[src/rtl/mem_arb_pkg.sv]
// Shared types for the inst/data memory request arbiter.
// Round-robin grant is enabled by defining MEM_ARB_RR_EN.
package mem_arb_pkg;

  typedef enum logic [1:0] {
    IDLE = 2'd0,
    REQ  = 2'd1,
    WAIT = 2'd2
  } state_t;

  typedef enum logic {
    INST = 1'b0,
    DATA = 1'b1
  } owner_t;

  localparam logic [1:0] SZ_B = 2'd0;
  localparam logic [1:0] SZ_H = 2'd1;
  localparam logic [1:0] SZ_W = 2'd2;

endpackage

[src/rtl/mem_req_arbiter_pick.sv]
// Combinational winner selection between inst and data requesters.
// MEM_ARB_RR_EN: tie goes to whoever was not granted last.
module mem_arb_pick
  import mem_arb_pkg::*;
(
  input  logic   i_req,
  input  logic   d_req,
  input  owner_t last,
  output logic   any,
  output owner_t win
);

  assign any = i_req | d_req;

`ifdef MEM_ARB_RR_EN
  always_comb begin
    win = INST;
    unique case (1'b1)
      (i_req & d_req): win = (last == DATA) ? INST : DATA;
      d_req:           win = DATA;
      default:         win = INST;
    endcase
  end
`else
  logic unused_last;
  assign unused_last = last;
  assign win = d_req ? DATA : INST;
`endif

endmodule

[src/rtl/mem_req_arbiter.sv]
// Shares one SRAM-like master port between inst and data requests.
// MEM_ARB_RR_EN selects round-robin instead of fixed data priority.
module mem_req_arbiter
  import mem_arb_pkg::*;
#(
  parameter int ADDR_W = 32,
  parameter int DATA_W = 32
) (
  input  logic              clk,
  input  logic              rst,
  input  logic              i_req,
  input  logic              i_wr,
  input  logic [1:0]        i_size,
  input  logic [ADDR_W-1:0] i_addr,
  input  logic [DATA_W-1:0] i_wdata,
  output logic [DATA_W-1:0] i_rdata,
  output logic              i_addr_ok,
  output logic              i_data_ok,
  input  logic              d_req,
  input  logic              d_wr,
  input  logic [1:0]        d_size,
  input  logic [ADDR_W-1:0] d_addr,
  input  logic [DATA_W-1:0] d_wdata,
  output logic [DATA_W-1:0] d_rdata,
  output logic              d_addr_ok,
  output logic              d_data_ok,
  output logic              m_req,
  output logic              m_wr,
  output logic [1:0]        m_size,
  output logic [ADDR_W-1:0] m_addr,
  output logic [DATA_W-1:0] m_wdata,
  input  logic [DATA_W-1:0] m_rdata,
  input  logic              m_addr_ok,
  input  logic              m_data_ok,
  output logic              stall
);

  state_t            state;
  owner_t            own;
  owner_t            last;
  owner_t            win;
  logic              any;
  logic              acc;
  logic              done;
  logic [DATA_W-1:0] i_rdata_q;
  logic [DATA_W-1:0] d_rdata_q;

  mem_arb_pick u_pick (
    .i_req (i_req),
    .d_req (d_req),
    .last  (last),
    .any   (any),
    .win   (win)
  );

  assign acc  = (state == REQ) & m_addr_ok;
  assign done = ((state == REQ) | (state == WAIT)) & m_data_ok;

  assign i_addr_ok = acc & (own == INST);
  assign d_addr_ok = acc & (own == DATA);
  assign i_data_ok = done & (own == INST);
  assign d_data_ok = done & (own == DATA);

  assign i_rdata = i_data_ok ? m_rdata : i_rdata_q;
  assign d_rdata = d_data_ok ? m_rdata : d_rdata_q;

  assign stall = (i_req & ~i_data_ok) | (d_req & ~d_data_ok);

`ifndef MEM_ARB_RR_EN
  assign last = DATA;
`endif

  always_ff @(posedge clk) begin
    if (rst) begin
      state     <= IDLE;
      own       <= INST;
      m_req     <= 1'b0;
      m_wr      <= 1'b0;
      m_size    <= 2'b0;
      m_addr    <= '0;
      m_wdata   <= '0;
      i_rdata_q <= '0;
      d_rdata_q <= '0;
`ifdef MEM_ARB_RR_EN
      last      <= DATA;
`endif
    end else begin
      unique case (state)
        IDLE: begin
          if (any) begin
            state   <= REQ;
            own     <= win;
            m_req   <= 1'b1;
            m_wr    <= (win == DATA) ? d_wr    : i_wr;
            m_size  <= (win == DATA) ? d_size  : i_size;
            m_addr  <= (win == DATA) ? d_addr  : i_addr;
            m_wdata <= (win == DATA) ? d_wdata : i_wdata;
`ifdef MEM_ARB_RR_EN
            last    <= win;
`endif
          end
        end
        REQ: begin
          // hold the request until the slave takes it
          if (m_data_ok) begin
            state <= IDLE;
            m_req <= 1'b0;
          end else if (m_addr_ok) begin
            state <= WAIT;
            m_req <= 1'b0;
          end
        end
        WAIT: begin
          if (m_data_ok) state <= IDLE;
        end
        default: begin
          state <= IDLE;
          m_req <= 1'b0;
        end
      endcase
      if (i_data_ok) i_rdata_q <= m_rdata;
      if (d_data_ok) d_rdata_q <= m_rdata;
    end
  end

endmodule

[config.mk]
export PLATFORM = sky130hd
export DESIGN_NAME = mem_req_arbiter
export DESIGN_NICKNAME = d
export VERILOG_FILES = /design/src/rtl/mem_arb_pkg.sv /design/src/rtl/mem_req_arbiter_pick.sv /design/src/rtl/mem_req_arbiter.sv
export SDC_FILE = /design/constraint.sdc
export NUM_CORES = 1
export LEC_CHECK = 0
export BUFFER_PORTS_ARGS = -buffer_cell sky130_fd_sc_hd__buf_2
export CAP_MARGIN = 10
export CORE_AREA = 5 5 118 232
export CTS_CLUSTER_SIZE = 25
export DETAILED_ROUTE_END_ITERATION = 6
export DIE_AREA = 0 0 123 237
export GPL_ROUTABILITY_DRIVEN = 0
export GPL_TIMING_DRIVEN = 0
export PLACE_DENSITY = 0.47
export SETUP_SLACK_MARGIN = 0.1
export SYNTH_ARGS = -nofsm -noshare
export SYNTH_HDL_FRONTEND = slang
export SYNTH_SLANG_ARGS = --single-unit
[constraint.sdc]
create_clock -name clk -period 1.7 [get_ports clk]
set_input_delay 0.255 -clock clk [delete_from_list [all_inputs] [get_ports clk]]
set_output_delay 0.255 -clock clk [all_outputs]
set_load 0.02 [all_outputs]
* After elaboration in Yosys (flattened, before gate mapping)
Index checks and enable logic that the tools add are counted.
Word-level totals: register bits after elaboration 135, bits of input ports 172, logic and storage cells 49
Cells by class: equal/unequal tests 5, muxes and demuxes 16, bitwise operators 15, reduce and logical (&&, ||, !) cells 4
Operators by type and width (count):
- $mux 32 | 4
- $mux 2 | 5
- $and 1x1->1 | 8
- $pmux 2 s3 | 1
- $reduce_and 3->1 | 2
- $mux 1 | 5
- $ne 2x2->1 const B | 2
- $not 1->1 | 4
- $ne 3x3->1 const B | 1
- $or 1x1->1 | 3
- $pmux 1 s3 | 1
- $eq 2x1->1 const B | 1
- $eq 2x2->1 const B | 1
- $logic_not 2->1 | 1
- $reduce_and 2->1 | 1

* Longest topological paths before layout
depth after elaboration 7, mapped depth 7, mapped depth without buffers 5

* Hierarchy
A second synthesis with hierarchy kept.
Second synthesis, totals: cells, all modules 540, area, all modules 5935.7 µm²
Modules (own cells, without submodules):
- mem_req_arbiter | times used 1, cells an instance 538, area each 5921.9 µm²
- mem_arb_pick | times used 1, cells an instance 2, area each 13.8 µm²

* Worst setup path after synthesis
OpenSTA, ideal clock, no wires.
path type register -> register, start point register state[0], end point register d_rdata_q[10], library setup time 128 ps, arrival 1539 ps, path slack 33 ps, cell stages (with the launch flop) 7, path buffers 1, clock period less this slack 1667 ps, cell sequence dfxtp_1 -> inv_1 -> ha_1 -> nand3_4 -> buf_6 -> mux2_4 -> nor2b_1
On the way: cells in the longest elaborated chain, start to end 5
RTL lines:
- start, declared | line mem_req_arbiter.sv:38 | state_t state;
- start signal, assigned | line mem_req_arbiter.sv:75 | state <= IDLE;
- start signal, assigned | line mem_req_arbiter.sv:91 | state <= REQ;
- start signal, assigned | line mem_req_arbiter.sv:106 | state <= IDLE;
- $eq 2x1->1 or $eq 2x2->1 (tied branches) | line mem_req_arbiter.sv:57 | assign done = ((state == REQ) | (state == WAIT)) & m_data_ok;
- $or 1x1->1 * | line mem_req_arbiter.sv:57
- $and 1x1->1 * | line mem_req_arbiter.sv:57
- $and 1x1->1 * | line mem_req_arbiter.sv:62 | assign d_data_ok = done & (own == DATA);
- $mux 32 *
- via d_rdata[10] | line mem_req_arbiter.sv:24 | output logic [DATA_W-1:0] d_rdata,
- end signal, assigned | line mem_req_arbiter.sv:122 | if (d_data_ok) d_rdata_q <= m_rdata;
- end, declared | line mem_req_arbiter.sv:46 | logic [DATA_W-1:0] d_rdata_q;
Mark *: on every way through the listed nets, which the timed path passes. The rest lies on a longest branch. A chain may end at the register's enable or synchronous reset.

* Final worst setup path
start point register state[1], end point output d_rdata[5]
On the way: cells in the longest elaborated chain, start to end 5
RTL lines (line):
- $eq 2x1->1 or $eq 2x2->1 (tied branches) | mem_req_arbiter.sv:57
- $or 1x1->1 * | mem_req_arbiter.sv:57
- $and 1x1->1 * | mem_req_arbiter.sv:57
- $and 1x1->1 * | mem_req_arbiter.sv:62
- $mux 32 *
- end, declared | mem_req_arbiter.sv:24
Every way passes the cells marked *; elsewhere a longest branch is shown, timed or not.

==> flow_results.org <==
** Outcome
- Run status :: complete, but fails checks
- The checks that failed: negative setup slack.

** Floorplanning
- From left edge to right edge, the die measures 123 um.
- Measured along the y axis, the die boundary spans 237 um.
- The floorplan has 83 rows.
- Total Die Area :: 29150 um^2
- Floorplan core area :: 25440 um^2
- The initial utilization of the core area, before any placement, comes to 0.2346.
- I/O pin total :: 309

** Logic synthesis
- Synthesis inferred 135 register bits.
- Cell count after synthesis :: 537
- Combined area of all synthesized cells :: 5969 um^2
- Syn_nets :: 712
- Count of different cell masters after synthesis :: 27
- A synthesized cell averages 11.12 um^2.
- Of the synthesized area, sequential elements account for 0.4527.
- For this run, the number of Yosys warnings is 0.

** Clock network
- CTS saw 135 sinks.
- CTS buffer count :: 17
- Total number of H-tree levels :: 4
- CTS root buf :: clkbuf_16
- Worst-case clock buffer depth :: 2
- TritonCTS built the clock tree.
- Clock Pin Slew Worst Setup and Hold Paths :: 0.06 ns
- Number of buffers inserted for hold repair after clock tree synthesis :: 0
- Clock latency on the worst-skew pair, taken at its later pin, is 0.43 ns.

** Power
- Power density over cell area :: 1168 nW/um^2
- Of the total power, the share spent switching nets is 0.3158.
- Overall power consumption after layout is estimated at 11150 uW.
- The share of total power dissipated in sequential elements is 0.336.
- Internal power :: 7631 uW
- Clock share of power :: 0.331
- Static leakage :: 0.004672 uW
- Net switching power :: 3523 uW
- Share of power burned in combinational logic :: 0.332
- Worst vdd ir :: 0.0005494 V

** Placement
- Once detailed placement completed, the half-perimeter wirelength came to 15160 um.
- In this run the tool buffered the top-level ports with 306 buffer cells.
- # placed instances :: 1183

** Detailed routing
- Count of antenna-violating nets left after detailed routing :: 0
- Count of unresolved DRC violations after routing :: 0
- Drt wl/cell :: 16.36 um
- In this run, the number of DRC markers left after iteration 0 of detailed routing was 154.
- Wire length after detailed routing :: 20270 um
- For this run, the detailed router's first-pass iteration total came to 4.
- Post-detailed-route via-to-cell ratio :: 4.236
- For this block, the via count after detailed routing is 5249.

** Worst setup path
- Worst path required time :: 1.44 ns
- In this design, the stage delay of the slowest critical-path cell is 0.34 ns.
- Worst-path cell with the longest stage delay :: dfxtp_2
- STA classifies the critical path endpoint as a primary output.
- FF-to-FF End :: i_rdata_q[17]
- The setup path with the least slack is of type register to primary output.
- Worst R2R Path Depth :: 8
- Crit Reg-Reg Startpoint :: state[1]
- Data arrives at the worst endpoint at 1.98 ns.
- Along the worst path, the maximum fanout reaches 5.
- Ordered cell list for the critical path :: inv_2 > ha_4 > nand3_4 > buf_12 > buf_16 > mux2_4 > buf_6
- Reg2reg setup slack :: -0.10 ns
- STA classifies the critical path startpoint as a register.

** STA
- The count of final max-slew check failures came to 0.
- Layout Skew :: 0.01131 ns
- The count of final hold-check violations came to 0.
- Headroom to the max-slew limit came out at 0.2354.
- For the pin with the worst max-slew slack, the measured transition is 1.147 ns.
- Timing would allow up to 446.5 MHz.
- Setup repair after global routing could not meet its margin everywhere.
- For the finished layout, the period the worst path requires is 2.240 ns.
- Setup violations remaining at the end of the flow were counted as 77.
- After layout, the worst setup slack is -0.5398 ns.
- Final Cycle Share :: 1.318

** Final layout
- Nets :: 1061
- Leading cell type in the layout, fill and taps excluded :: buf_2
- From synthesis to final layout, the design area changed by 59.99%.
- Most used cells in the layout excluding fill and tap cells :: buf_2, dfxtp_1, buf_6
- In the final layout, the share of cells above drive strength 1 is 0.5506.
- The number of antenna diodes in the final layout is 0.
- Final Non-Filler Cells :: 1239

** Min path
- The path with the worst hold slack has its endpoint at m_addr[4].
- The tightest min-delay check is of the primary input to register type.
- Hold depth :: 3
- The worst hold path begins at i_addr[4].

** Global routing
- Global-route congestion overflow total :: 0
- Pin count of the biggest net entering global routing :: 17
- The first global-routing pass estimated 30330 um of wire.
- Global-route total usage across every layer :: 0.1355
- The via count of the first global-routing pass came to 5507.
- The number of antenna violations at the first check in global routing was 0.

** Flow run
- Max-cap violations in this run came to 0.
-- metrics by stage --
stage / utilization / TNS, ns / instance area (um^2) / hold WS (ns) / setup slack [ns]
after floorplan: - / 0 / 5993 / 0.4514 / 0.1044
after CTS: 0.3615 / -35.88 / 9199 / 0.1311 / -0.5947
after global routing: 0.3754 / -37.49 / 9550 / 0.1563 / -0.5994
final: 0.3754 / -32.91 / 9550 / 0.1616 / -0.5398
after global placement: 0.3125 / -8.206 / 7950 / 0.4691 / -0.1670
after detailed placement: 0.3125 / -8.817 / 7950 / 0.4643 / -0.1742
-- logic make-up (layout without fill, tap and decap cells) --
| logic type | after synthesis | after routing | share of synthesized area |
|---|---|---|---|
| and+or+nand+nor | 144 | 144 | 0.1253 |
| DFF | 135 | 135 | 0.4527 |
| muxes | 133 | 133 | 0.2716 |
| AOI/OAI and AO/OA | 73 | 73 | 0.09264 |
| buffers and inverters | 49 | 411 | 0.05135 |
| adders and majority gates | 3 | 3 | 0.006289 |
-- how the worst max path moves through the flow --
stage | from | to | slack, ns
after floorplan | state[0] | d_rdata_q[10] | 0.10
after global placement | state[0] | d_rdata[16] | -0.17
after detailed placement | state[0] | d_rdata[16] | -0.17
after CTS | state[1] | d_rdata[30] | -0.59
after global routing | state[1] | d_rdata[9] | -0.60
final | state[1] | d_rdata[5] | -0.54
-- registers in the layout (all words and copies together) (netlist names) --
name and count:
d_rdata_q 32, own 1, m_wdata 32, m_wr 1
i_rdata_q 32, m_size 2, m_req 1, m_addr 32
state 2
-- timing repair --
action	4_1_cts	5_1_grt
pin swaps	0	1
setup buffers	14	10
gates resized for setup	134	76
gates cloned	4	1
endpoints found under the setup margin	192	200
-- area by class of cell --
| type | count | area [um^2] |
|---|---|---|
| clock inverter | 10 | 118.9 |
| clock buffer | 22 | 474.2 |
| tap | 340 | 425.4 |
| multi-input combinational | 353 | 3232 |
| fill | 2552 | 15890 |
| sequential | 135 | 2705 |
| timing repair buffer | 331 | 2221 |
| inverter | 5 | 18.77 |
| buffer | 43 | 355.3 |
-- layer usage --
metal,vias to the layer above,GRT usage,part of all wire
met5,-,0,0
met4,0,0.04874,0.018
met2,256,0.2126,0.46
li1,2568,-,-
met3,22,0.05115,0.10
met1,2403,0.1683,0.42
-- power groups by stage --
stage / registers [uW] / logic (uW) / clock network [uW]
2_1_floorplan: 4160 / 1660 / 0
3_5_place_dp: 3810 / 3110 / 0
5_1_grt: 3800 / 3990 / 3950
6_report: 3750 / 3710 / 3700
3_3_place_gp: 3800 / 3090 / 0
4_1_cts: 3750 / 3570 / 3840
-- synthesized netlist by cell type --
| library cell | number | area (um^2) |
|---|---|---|
| a221oi_1 | 1 | 8.760 |
| nand3b_1 | 1 | 7.510 |
| nand3b_4 | 1 | 20.02 |
| a22oi_1 | 1 | 7.510 |
| a211o_1 | 1 | 8.760 |
| mux2i_1 | 69 | 690.7 |
| a22o_1 | 1 | 8.760 |
| a211oi_1 | 67 | 503.0 |
| clkbuf_1 | 14 | 52.55 |
| nor2_1 | 70 | 262.8 |
| mux2_2 | 8 | 90.09 |
| dfxtp_1 | 135 | 2703 |
| nand3_4 | 1 | 17.52 |
| nor3b_1 | 1 | 7.510 |
| nand2_1 | 2 | 7.510 |
| inv_1 | 5 | 18.77 |
| nor2b_1 | 64 | 400.4 |
| and3_1 | 1 | 6.260 |
| mux2_4 | 56 | 840.8 |
| ha_1 | 3 | 37.54 |
| nand2b_1 | 3 | 18.77 |
| buf_6 | 13 | 146.4 |
| o32ai_1 | 1 | 8.760 |
| buf_4 | 2 | 15.01 |
| o21a_1 | 1 | 7.510 |
| buf_2 | 14 | 70.07 |
| buf_1 | 1 | 3.750 |
-- critical path: cells and delay by family (launching register included) --
kind	cells	cell delay, ns
adders and majority gates	1	0.29
buffers and inverters	4	0.49
DFF	1	0.34
muxes	1	0.31
and+or+nand+nor	1	0.12
(Power assumes the default switching activity.)
